===== src/rtl/bram_rd_port_buf.sv =====
// Buffered BRAM read port: credit-gated request issue, valid/tag return pipe, FWFT output FIFO.
// Latency RD_LATENCY+1 cycles accept-to-output; addr_ready drops only when every FIFO slot is already spoken for.

module bram_rd_port_buf_fifo #(
  parameter int W     = 8,
  parameter int DEPTH = 4
) (
  input  logic         clk,
  input  logic         rst,
  input  logic         wr_vld,
  input  logic [W-1:0] wr_dat,
  input  logic         rd_rdy,
  output logic         rd_vld,
  output logic [W-1:0] rd_dat
);
  localparam int PW = $clog2(DEPTH);
  localparam int CW = PW + 1;
  localparam logic [CW-1:0] DEPTH_C = CW'(DEPTH);

  logic [W-1:0]  mem [DEPTH];
  logic [PW-1:0] wr_ptr;
  logic [PW-1:0] rd_ptr;
  logic [CW-1:0] count;
  logic          pop;
  logic          full;

  assign pop    = rd_vld & rd_rdy;
  assign rd_vld = (count != '0);
  assign full   = (count == DEPTH_C);
  assign rd_dat = mem[rd_ptr];

  always_ff @(posedge clk or negedge rst) begin
    if (!rst) begin
      wr_ptr <= '0;
      rd_ptr <= '0;
      count  <= '0;
    end else begin
      if (wr_vld) wr_ptr <= wr_ptr + PW'(1);
      if (pop)    rd_ptr <= rd_ptr + PW'(1);
      case ({wr_vld, pop})
        2'b10:   count <= count + CW'(1);
        2'b01:   count <= count - CW'(1);
        default: count <= count;
      endcase
    end
  end

  always_ff @(posedge clk) begin
    if (wr_vld) mem[wr_ptr] <= wr_dat;
  end

  // Upstream credit gating should make this unreachable.
  a_no_overflow: assert property (@(posedge clk) disable iff (!rst) !(wr_vld && full));
endmodule

module bram_rd_port_buf #(
  parameter int W_DATA     = 8,
  parameter int W_ADDR     = 12,
  parameter int W_TAG      = 1,
  parameter int RD_LATENCY = 1,
  parameter int FIFO_DEPTH = 4
) (
  input  logic                          clk,
  input  logic                          rst,
  input  logic                          addr_valid,
  output logic                          addr_ready,
  input  logic [W_ADDR-1:0]             addr_data,
  input  logic [W_TAG-1:0]              addr_tag,
  output logic                          data_valid,
  input  logic                          data_ready,
  output logic [W_DATA-1:0]             data,
  output logic [W_TAG-1:0]              data_tag,
  output logic                          en,
  output logic [W_ADDR-1:0]             addr,
  input  logic [W_DATA-1:0]             rdata,
  output logic                          busy,
  output logic [$clog2(FIFO_DEPTH):0]   level
);
  localparam int W_LVL = $clog2(FIFO_DEPTH) + 1;
  localparam logic [W_LVL-1:0] DEPTH_L = W_LVL'(FIFO_DEPTH);

  typedef struct packed {
    logic [W_TAG-1:0]  tag;
    logic [W_DATA-1:0] dat;
  } rd_word_t;

  logic [W_LVL-1:0]      credits;
  logic                  pop;
  logic [RD_LATENCY-1:0] pipe_vld;
  logic [W_TAG-1:0]      pipe_tag [RD_LATENCY];
  rd_word_t              wr_word;
  rd_word_t              head;

  // Registered-only ready: a pop frees its credit for the following cycle.
  assign addr_ready = (credits < DEPTH_L);
  assign en         = addr_valid & addr_ready;
  assign addr       = addr_data;
  assign pop        = data_valid & data_ready;
  assign busy       = (credits != '0);
  assign level      = credits;

  always_ff @(posedge clk or negedge rst) begin
    if (!rst) begin
      credits <= '0;
    end else begin
      case ({en, pop})
        2'b10:   credits <= credits + W_LVL'(1);
        2'b01:   credits <= credits - W_LVL'(1);
        default: credits <= credits;
      endcase
    end
  end

  always_ff @(posedge clk or negedge rst) begin
    if (!rst) begin
      pipe_vld <= '0;
    end else begin
      pipe_vld[0] <= en;
      for (int i = 1; i < RD_LATENCY; i++) pipe_vld[i] <= pipe_vld[i-1];
    end
  end

  always_ff @(posedge clk) begin
    pipe_tag[0] <= addr_tag;
    for (int i = 1; i < RD_LATENCY; i++) pipe_tag[i] <= pipe_tag[i-1];
  end

  assign wr_word = '{tag: pipe_tag[RD_LATENCY-1], dat: rdata};

  bram_rd_port_buf_fifo #(
    .W     ($bits(rd_word_t)),
    .DEPTH (FIFO_DEPTH)
  ) u_out_fifo (
    .clk    (clk),
    .rst    (rst),
    .wr_vld (pipe_vld[RD_LATENCY-1]),
    .wr_dat (wr_word),
    .rd_rdy (data_ready),
    .rd_vld (data_valid),
    .rd_dat (head)
  );

  assign data     = head.dat;
  assign data_tag = head.tag;
endmodule

===== config.mk =====
export PLATFORM = sky130hd
export DESIGN_NAME = bram_rd_port_buf
export DESIGN_NICKNAME = d
export VERILOG_FILES = /design/src/rtl/bram_rd_port_buf.sv
export SDC_FILE = /design/constraint.sdc
export NUM_CORES = 1
export LEC_CHECK = 0
export CAP_MARGIN = 20
export CORE_ASPECT_RATIO = 1.4
export CORE_MARGIN = 2
export CORE_UTILIZATION = 54
export CTS_BUF_LIST = sky130_fd_sc_hd__clkbuf_8
export DETAILED_ROUTE_END_ITERATION = 16
export PLACE_DENSITY = 0.95
export SLEW_MARGIN = 15
export SYNTH_ARGS = -nofsm -noshare
export SYNTH_HDL_FRONTEND = slang
export SYNTH_SLANG_ARGS = --single-unit
export TNS_END_PERCENT = 100

===== constraint.sdc =====
create_clock -name clk -period 4 [get_ports clk]
set_input_delay 0.8 -clock clk [delete_from_list [all_inputs] [get_ports clk]]
set_output_delay 0.8 -clock clk [all_outputs]
set_load 0.1 [all_outputs]

After elaboration in Yosys (flattened, before gate mapping):

Memories as Yosys holds them, arrays and structs flattened.
Cells that the tools add are included.

* register bits after elaboration: 11
* bits in latches: 0
* memory bits (writable): 37
* bits in read-only memories: 0
* input port bits: 25
* word-level logic and storage cells: 28
* memories: 2

* $add $sub $neg: 6
* $mul: 0
* div/mod/pow operators: 0
* magnitude comparators: 1
* equality and inequality tests: 4
* shift-type cells: 0
* mux-type cells: 4
* bitwise gates (word level): 2
* reduce and logical (&&, ||, !) cells: 4

Memories
* u_out_fifo.mem: words 4, width 9, rd ports 1, clocked after Yosys merged registers in 0, wr ports 1, RTL line 20 `logic [W-1:0] mem [DEPTH];`
* pipe_tag: words 1, width 1, rd ports 1, clocked after Yosys merged registers in 0, wr ports 1, RTL line 90 `logic [W_TAG-1:0] pipe_tag [RD_LATENCY];`

Operator list (count)
* 3-bit one-hot mux with 2 select lines: 2
* 3-bit by 1-bit adder with 3-bit output, second input constant: 2
* 3-bit nonzero test: 2
* 3-bit by 1-bit subtractor with 3-bit output, second input constant: 2
* 2-bit by 1-bit adder with 2-bit output, second input constant: 2
* 2-bit by 1-bit == test with 1-bit output, second input constant: 2
* 2-bit == test, second input constant: 2
* 2-bit nonzero test: 2
* 3-bit less-than comparator, second input constant: 1
* 1-bit bitwise AND: 2
* 1-bit 2-to-1 mux: 2

Longest topological paths before layout:

Gate-level depths: netlist of the first run.

* depth in word-level cells: 4
* depth in mapped cells: 8
* mapped depth without buffers: 8

Hierarchy:

From an unflattened synthesis of the first run, not the netlist that was laid out.

* cells, all modules: 116
* area total of the unflattened synthesis: 2018.2 um^2

Modules (own cells, without submodules)
* bram_rd_port_buf_fifo: instances 1, cells each 83, area an instance 1702.9 um^2, seq. area each 1256.2 um^2
* bram_rd_port_buf: instances 1, cells each 33, area an instance 315.3 um^2, seq. area each 120.1 um^2

Worst setup path before layout of the first run:

OpenSTA, ideal clock, no wires.

* path type: flip-flop to output port
* start point: register credits[2] (netlist: level[2])
* end point: output port busy
* arrival: 2558 ps
* required time: 3200 ps
* path slack: 642 ps
* cell stages (with the launch flop): 3
* buffers on the path: 0
* cells stage by stage: dfrtp_1 > inv_1 > nand3_1

* longest elaborated chain between the ends: 1

RTL lines
* start: declaration: RTL line 87 `logic [W_LVL-1:0] credits;`
* start signal: assignment: RTL line 107 `2'b10: credits <= credits + W_LVL'(1);`
* start signal: assignment: RTL line 108 `2'b01: credits <= credits - W_LVL'(1);`
* start signal: assignment: RTL line 109 `default: credits <= credits;`
* 3-bit nonzero test: RTL line 99 `assign busy = (credits != '0);`
* end: declaration: RTL line 76 `output logic busy,`

Every way passes these cells.

Worst setup path after layout of the first run:

* start point: register u_out_fifo.rd_ptr[0]
* end point: output port data[1]

* longest elaborated chain between the ends: 1

RTL lines
* start: declaration: RTL line 22 `logic [PW-1:0] rd_ptr;`
* start signal: assignment: RTL line 39 `if (pop) rd_ptr <= rd_ptr + PW'(1);`
* memory read 4 x 9 bit
* end: declaration: RTL line 71 `output logic [W_DATA-1:0] data,`

Every way passes these cells.

==> results of run 1 <==
## how the worst max path moves through the flow
stage	start	endpoint	slack, ns	depth (start not counted)
6_report	u_out_fifo.rd_ptr[0]$_DFFE_PN0N_	data[1]	0.71	3
5_1_grt	u_out_fifo.rd_ptr[0]$_DFFE_PN0N_	data[1]	0.61	3
2_1_floorplan	level[2]$_DFFE_PN0P_	busy	0.64	2
4_1_cts	u_out_fifo.rd_ptr[0]$_DFFE_PN0N_	data[1]	0.67	3
3_5_place_dp	u_out_fifo.rd_ptr[0]$_DFFE_PN0N_	data[1]	1.0	3
3_3_place_gp	u_out_fifo.rd_ptr[0]$_DFFE_PN0N_	data[1]	1.05	3
## cells in the final DEF (no fill, tap or decap), drive strengths merged
cell type,synthesis,layout
edfxtp,36,36
dfrtp,11,11
buf,14,7
dfxtp,1,1
xnor2,4,4
ha,6,6
nand2,3,3
clkdlybuf4s50,0,22
clkinvlp,0,2
o21ai,2,2
or3,1,1
fa,2,2
nand3,2,2
inv,11,11
nor2,2,2
xor2,5,5
and2,5,5
mux4,9,9
mux2i,1,1
clkbuf,0,6
## worst max-delay path: cells and delay by family, from the launching register on
family | cells | cell delay, ns
multiplexers | 1 | 0.51
buffers and inverters | 2 | 1.22
flip-flops | 1 | 0.47
## state kept, by name, indices dropped and copies added (netlist names)
name,cells
u_out_fifo.mem,36
level,3
u_out_fifo.wr_ptr,2
pipe_vld,1
u_out_fifo.count,3
u_out_fifo.rd_ptr,2
pipe_tag,1
## cells by family (layout without fill, tap and decap cells)
family | after synthesis | in the layout | share of synthesized area
AO/OA/AOI/OAI | 2 | 2 | 0.00495
XOR/XNOR | 9 | 9 | 0.0390
adder cells (fa/ha/maj) | 8 | 8 | 0.0569
buffers and inverters | 25 | 48 | 0.0730
flip-flops | 48 | 48 | 0.681
multiplexers | 10 | 10 | 0.109
AND/OR/NAND/NOR | 13 | 13 | 0.0365
## layer usage
| metal | vias up | part of all wire | global-route usage |
|---|---|---|---|
| li1 | 444 | - | - |
| met1 | 492 | 0.40 | 0.183 |
| met2 | 35 | 0.55 | 0.269 |
| met3 | 2 | 0.050 | 0.0441 |
| met4 | 0 | 0.0013 | 0.0537 |
| met5 | - | 0 | 0 |
## area by class of cell
class / count / area [µm²]
fillers: 248 / 1270
flip-flops and latches: 48 / 1380
multi-input cells: 42 / 498
clock inverters: 2 / 15.0
inverters: 11 / 41.3
well taps: 42 / 52.6
clock buffers: 6 / 82.6
repair buffers: 29 / 273
## stage by stage
stage          area [µm²]   util  setup slack, ns  instances
5_1_grt              2340  0.648            0.615        180
2_1_floorplan        2020      -            0.642        115
6_report             2340  0.648            0.705        180
3_3_place_gp         2240  0.621             1.05        172
4_1_cts              2340  0.648            0.672        180
3_5_place_dp         2240  0.621            0.996        172
==> flow_metrics.env, run 1 <==
export IMPL_synthTopCellsByCount="edfxtp_1, buf_4, dfrtp_1, inv_1, mux4_2"
export IMPL_grt_pass1_vias=995
export IMPL_max_freq_mhz=304
export IMPL_avgSynthCellArea_um2=17.6
export IMPL_syn_to_final_growth_pct=15.7
export IMPL_critPathMaxStageDelay_ns=0.98
export IMPL_min_from="u_out_fifo.count[2]$_DFFE_PN0P_"
export IMPL_r2r_end="u_out_fifo.count[1]$_DFFE_PN0P_"
export IMPL_cp_start_kind="flip-flop"
export IMPL_hold_ws_ns=0.476
export IMPL_grt_setup_unrepaired="false"
export IMPL_r2r_setup_slack_ns=2.04
export IMPL_yosysSeqAreaShare=0.681
export IMPL_cts_resized=0
export IMPL_postCtsSetupBuffers=0
export IMPL_required_ns=3.20
export IMPL_clk_insertion_delay_late_ns=0.29
export IMPL_grt_pass1_wl_mm=4.94
export IMPL_fin_crit_sh=0.824
export IMPL_drive_gt1_frac=0.174
export IMPL_cts_hold_buf=0
export IMPL_wl_per_cell_um=16.5
export IMPL_die_h_um=76.4
export IMPL_synth_ff_type="edfxtp_1"
export IMPL_routed_via_density=5.41
export IMPL_setup_viol=0
export IMPL_core_um2=3610
export IMPL_tns_ns=0
export IMPL_antenna_left=0
export IMPL_num_antenna_cells=0
export IMPL_routed_wirelength_mm=2.98
export IMPL_ys_top_cells_by_area="edfxtp_1, dfrtp_1, mux4_2"
export IMPL_row_count=26
export IMPL_hold_viol=0
export IMPL_grt_ovfl_total=0
export IMPL_slew_headroom=0.347
export IMPL_synth_seq_cells=48
export IMPL_clkSinkCount=48
export IMPL_path_cells="buf_4, mux4_2, clkdlybuf4s50_1"
export IMPL_h_tree_depth=2
export IMPL_first_pass_iters=4
export IMPL_r2r_start="u_out_fifo.count[1]$_DFFE_PN0P_"
export IMPL_synthDominantCellAreaShare=0.535
export IMPL_crit_path_end_kind="primary output"
export IMPL_synth_cells=115
export IMPL_worstPathArrival_ns=2.49
export IMPL_cts_buffer_depth=2
export IMPL_r2r_worst_path_cells=6
export IMPL_drcViolationCount=0
export IMPL_synth_most_common_cell="edfxtp_1"
export IMPL_syn_area_um2=2020
export IMPL_worst_slew_pin_slew_ns=0.976
export IMPL_port_buffers=28
export IMPL_gp_congestion=0.715
export IMPL_num_io_pins=53
export IMPL_syn_nets=148
export IMPL_grt_max_degree=16
export IMPL_synth_top_area_cell="edfxtp_1"
export IMPL_finalClockSkew_ns=0.00448
export IMPL_clkTransAtPathRegs_ns=0.08
export IMPL_cpMaxStageDelayCell="clkdlybuf4s50_1"
export IMPL_synthArstFlopShare=0.229
export IMPL_nets=170
export IMPL_holdCritPathClass="flip-flop to flip-flop"
export IMPL_ys_types=21
export IMPL_path_class="flip-flop to primary output"
export IMPL_root_buffer="clkbuf_8"
export IMPL_vias=973
export IMPL_drt_iter0_drc=15
export IMPL_yosysWarnings=0
export IMPL_cap_viol_max_count=0
export IMPL_fp_dieW_um=55.7
export IMPL_hold_depth=1
export IMPL_path_max_fanout=8
export IMPL_drv_slew=0
export IMPL_hold_end="u_out_fifo.count[2]$_DFFE_PN0P_"
export IMPL_dieArea_um2=4260
export IMPL_period_needed_ns=3.29
export IMPL_grt_use_total=0.155
export IMPL_detailedPlacementHpwl_mm=2.25
export IMPL_initial_core_util=0.560
export IMPL_status="finished, final reports clean"
export IMPL_synth_edf_count=36
export IMPL_antenna_found_initial=0
export IMPL_numCtsBuffers=5
export IMPL_cts_tree="yes"
Power of run 1 is not shown: default switching activity piles up to over one toggle a cycle in this logic, so the estimate is an artifact.
==> inputs of run 2 (changes only) <==
- CORE_UTILIZATION: 54 -> 50
- PLACE_DENSITY: 0.95 -> 0.93
- clock period: 4 -> 3.4 ns (I/O delays scaled with it)
==> run 2 against run 1 <==
Count of clock-buffer cells in the layout decreased by 1. Final cell count stayed put. Register-to-register slack got worse by 0.60 ns. Highest routed layer unchanged. Utilization decreased by 6.1 points. Flip-flop and latch count unchanged.
==> flow_metrics.env, run 2 (synthesis gave the netlist of run 1 again) <==
export IMPL_grt_ovfl_total=0
export IMPL_status="finished, final reports clean"
export IMPL_path_max_fanout=3
export IMPL_drcViolationCount=0
export IMPL_period_needed_ns=2.76
export IMPL_finalClockSkew_ns=0.00882
export IMPL_clkSinkCount=48
export IMPL_largest_register="u_out_fifo.mem"
export IMPL_cts_tree="yes"
export IMPL_routed_via_density=5.36
export IMPL_largest_reg_flops=36
export IMPL_fin_crit_sh=0.813
export IMPL_timing_final_ws_setup_ns=0.635
export IMPL_clkTransAtPathRegs_ns=0.08
export IMPL_tns_ns=0
export IMPL_grt_pass1_vias=1057
export IMPL_grt_use_total=0.158
export IMPL_gp_congestion=0.680
export IMPL_path_class="flip-flop to primary output"
export IMPL_antenna_left=0
export IMPL_place_inst=172
export IMPL_preCtsSetupSlack_ns=0.895
export IMPL_root_buffer="clkbuf_8"
export IMPL_dieArea_um2=4580
export IMPL_cts_buffer_depth=2
export IMPL_numCtsBuffers=5
export IMPL_initial_core_util=0.516
export IMPL_nets=169
export IMPL_grt_pass1_wl_mm=5.19
export IMPL_drt_iter0_drc=23
export IMPL_setup_viol=0
export IMPL_port_buffers=28
export IMPL_postCtsSetupBuffers=0
export IMPL_antenna_found_initial=0
export IMPL_layout_common_cells="edfxtp_1, clkdlybuf4s50_1, inv_1"
export IMPL_first_pass_iters=4
export IMPL_stdcell_count=180
export IMPL_max_freq_mhz=362
export IMPL_detailedPlacementHpwl_mm=2.35
export IMPL_drv_slew=0
export IMPL_clk_insertion_delay_late_ns=0.29
export IMPL_cts_resized=0
export IMPL_hold_viol=0
export IMPL_crit_path_end_kind="primary output"
export IMPL_vias=964
export IMPL_die_h_um=79.2
export IMPL_grt_max_degree=14
export IMPL_mostFrequentLayoutCell="edfxtp_1"
export IMPL_syn_to_final_growth_pct=13.6
export IMPL_wl_per_cell_um=18.1
export IMPL_cap_viol_max_count=0
export IMPL_required_ns=2.72
export IMPL_num_antenna_cells=0
export IMPL_h_tree_depth=2
export IMPL_core_um2=3920
export IMPL_worst_slew_pin_slew_ns=0.992
export IMPL_num_io_pins=53
export IMPL_slew_headroom=0.336
export IMPL_drive_gt1_frac=0.197
export IMPL_holdCritPathClass="flip-flop to flip-flop"
export IMPL_grt_setup_unrepaired="false"
export IMPL_routed_wirelength_mm=3.25
export IMPL_worstPathArrival_ns=2.08
export IMPL_cp_start_kind="flip-flop"
export IMPL_fp_dieW_um=57.7
export IMPL_cts_hold_buf=0
export IMPL_row_count=27
[run 2: cell types whose count changed in the layout (fill, tap and decap cells not counted)]
cell / change
clkdlybuf4s50_1: -7
buf_4: +6
clkbuf_8: -1
inv_1: +3
clkinvlp_4: -2
[run 2: path summary, 6_finish.rpt]
path,to,slack (ns),startpoint,depth (start not counted)
min,u_out_fifo.mem[0][8]$_DFFE_PP_,0.48,pipe_tag[0]$_DFF_P_,0
max reg2reg,level[2]$_DFFE_PN0P_,1.44,u_out_fifo.count[1]$_DFFE_PN0P_,8
min reg2reg,u_out_fifo.mem[0][8]$_DFFE_PP_,0.48,pipe_tag[0]$_DFF_P_,0
max,data_valid,0.64,u_out_fifo.count[1]$_DFFE_PN0P_,2
min in group asynchronous,pipe_vld$_DFF_PN0_,0.71,rst,1
max in group asynchronous,u_out_fifo.wr_ptr[1]$_DFFE_PN0P_,2.35,rst,1
[run 2: worst max-delay path, cell delays in order (launching register included)]
cell	delay [ns]
dfrtp_1	0.41
or3_4	0.41
clkdlybuf4s50_1	0.98
[run 2: per-stage QoR]
stage | hold slack, ns | area (µm²) | util
final | 0.477 | 2300 | 0.586
after global routing | 0.516 | 2300 | 0.586
after CTS | 0.484 | 2300 | 0.586
after detailed placement | 0.467 | 2220 | 0.566
after global placement | 0.446 | 2220 | 0.566
after floorplan | 0.384 | 2020 | -
[run 2: metal layers]
layer  vias to the layer above  GRT usage  routed length, µm
met5                         -          0                  0
met4                         0     0.0791                103
met3                        16     0.0570                201
met2                        32      0.260               1690
li1                        439          -                  -
met1                       477      0.179               1260
[run 2: final cells by class]
class,instances,area [µm²]
repair buffers,28,248
flip-flops and latches,48,1380
clock inverters,3,11.3
inverters,11,41.3
multi-input cells,42,498
fillers,304,1620
clock buffers,5,68.8
well taps,43,53.8
Power of run 2 is left out for the same reason.
==> inputs of run 3 (changes only) <==
- clock period: 3.4 -> 2.75 ns (I/O delays scaled with it)
==> run 3 against run 2 <==
Flip-flop and latch count unchanged. Wire length fell by 3.0%. Global-route usage fell by 0.43 points. Clock skew shrank 0.0031 ns.
==> flow_metrics.env, run 3 (synthesis gave the netlist of run 1 again) <==
export IMPL_setup_viol=0
export IMPL_drt_iter0_drc=11
export IMPL_numCtsBuffers=5
export IMPL_worstPathArrival_ns=1.92
export IMPL_status="finished, final reports clean"
export IMPL_cts_hold_buf=0
export IMPL_hold_viol=0
export IMPL_die_h_um=79.2
export IMPL_path_max_fanout=10
export IMPL_drive_gt1_frac=0.246
export IMPL_finalClockSkew_ns=0.00577
export IMPL_antenna_found_initial=0
export IMPL_core_um2=3920
export IMPL_initial_core_util=0.516
export IMPL_fillCellCount=303
export IMPL_layout_common_cells="edfxtp_1, buf_4, inv_1, clkdlybuf4s50_1, dfrtp_1"
export IMPL_postCtsSetupBuffers=0
export IMPL_h_tree_depth=2
export IMPL_routed_wirelength_mm=3.16
export IMPL_grt_max_degree=14
export IMPL_clkSinkCount=48
export IMPL_period_needed_ns=2.47
export IMPL_worst_slew_pin_slew_ns=0.582
export IMPL_wl_per_cell_um=17.4
export IMPL_place_inst=173
export IMPL_required_ns=2.20
export IMPL_antenna_left=0
export IMPL_dieArea_um2=4580
export IMPL_cp_start_kind="flip-flop"
export IMPL_clk_insertion_delay_late_ns=0.29
export IMPL_syn_to_final_growth_pct=16.0
export IMPL_slew_headroom=0.612
export IMPL_cts_buffer_depth=2
export IMPL_num_io_pins=53
export IMPL_row_count=27
export IMPL_first_pass_iters=4
export IMPL_vias=979
export IMPL_grt_pass1_wl_mm=5.02
export IMPL_routed_via_density=5.41
export IMPL_mostFrequentLayoutCell="edfxtp_1"
export IMPL_drv_slew=0
export IMPL_grt_use_total=0.154
export IMPL_clkTransAtPathRegs_ns=0.08
export IMPL_max_freq_mhz=405
export IMPL_root_buffer="clkbuf_8"
export IMPL_stdcell_area_um2=2340
export IMPL_dpl_instance_area_um2=2260
export IMPL_gp_congestion=0.675
export IMPL_cts_resized=0
export IMPL_grt_pass1_vias=1068
export IMPL_cts_tree="yes"
export IMPL_crit_path_end_kind="primary output"
export IMPL_cap_viol_max_count=0
export IMPL_holdCritPathClass="flip-flop to flip-flop"
export IMPL_fp_dieW_um=57.7
export IMPL_tns_ns=0
export IMPL_grt_setup_unrepaired="false"
export IMPL_drcViolationCount=0
export IMPL_hold_ws_ns=0.493
export IMPL_nets=170
export IMPL_num_antenna_cells=0
export IMPL_largest_register="u_out_fifo.mem"
export IMPL_detailedPlacementHpwl_mm=2.28
export IMPL_port_buffers=28
export IMPL_grt_ovfl_total=0
export IMPL_stdcell_count=181
export IMPL_largest_reg_flops=36
export IMPL_path_class="flip-flop to primary output"
export IMPL_fin_crit_sh=0.897
run 3: cell count changes in the layout (fill, tap and decap cells not counted):
| cell | delta |
|---|---|
| clkinvlp_4 | +1 |
| dfrtp_2 | +1 |
| buf_4 | +1 |
| nand3_1 | -1 |
| nand3_2 | +1 |
| clkinv_1 | +1 |
| clkdlybuf4s50_1 | -3 |
| buf_12 | +3 |
| inv_1 | -2 |
| dfrtp_1 | -1 |
run 3: final cells by class:
| type | instances | area [µm²] | area share |
|---|---|---|---|
| inverters | 11 | 45.0 | 0.0192 |
| well taps | 43 | 53.8 | 0.0229 |
| clock buffers | 5 | 68.8 | 0.0293 |
| repair buffers | 29 | 285 | 0.122 |
| clock inverters | 3 | 11.3 | 0.00480 |
| multi-input cells | 42 | 503 | 0.215 |
| flip-flops and latches | 48 | 1380 | 0.588 |
run 3: worst paths after layout:
kind	endpoint	cells after the start	startpoint	slack, ns
setup / recovery	data[4]	2	u_out_fifo.rd_ptr[0]$_DFFE_PN0N_	0.28
hold / removal	u_out_fifo.count[2]$_DFFE_PN0P_	1	u_out_fifo.count[2]$_DFFE_PN0P_	0.49
setup reg to reg	u_out_fifo.count[1]$_DFFE_PN0P_	6	u_out_fifo.count[1]$_DFFE_PN0P_	0.79
hold reg to reg	u_out_fifo.count[2]$_DFFE_PN0P_	1	u_out_fifo.count[2]$_DFFE_PN0P_	0.49
max in group asynchronous	level[2]$_DFFE_PN0P_	1	rst	1.81
min in group asynchronous	u_out_fifo.count[1]$_DFFE_PN0P_	1	rst	0.58
run 3: metal layers:
| layer | track usage | share of wire | up-vias |
|---|---|---|---|
| met5 | 0 | 0 | - |
| met4 | 0.0674 | 0.015 | 0 |
| met3 | 0.0635 | 0.068 | 6 |
| met2 | 0.270 | 0.52 | 38 |
| met1 | 0.156 | 0.39 | 492 |
| li1 | - | - | 443 |
run 3: metrics by stage:
stage / setup slack, ns / utilization
6_report: 0.283 / 0.598
5_1_grt: 0.182 / 0.598
4_1_cts: 0.245 / 0.598
3_5_place_dp: 0.436 / 0.578
3_3_place_gp: 0.518 / 0.578
2_1_floorplan: 0.136 / -
run 3: critical path, stage by stage, from the launching register on:
cell     delay [ns]
dfrtp_1        0.71
mux4_1         0.70
buf_12         0.20
Power of run 3 is left out for the same reason.
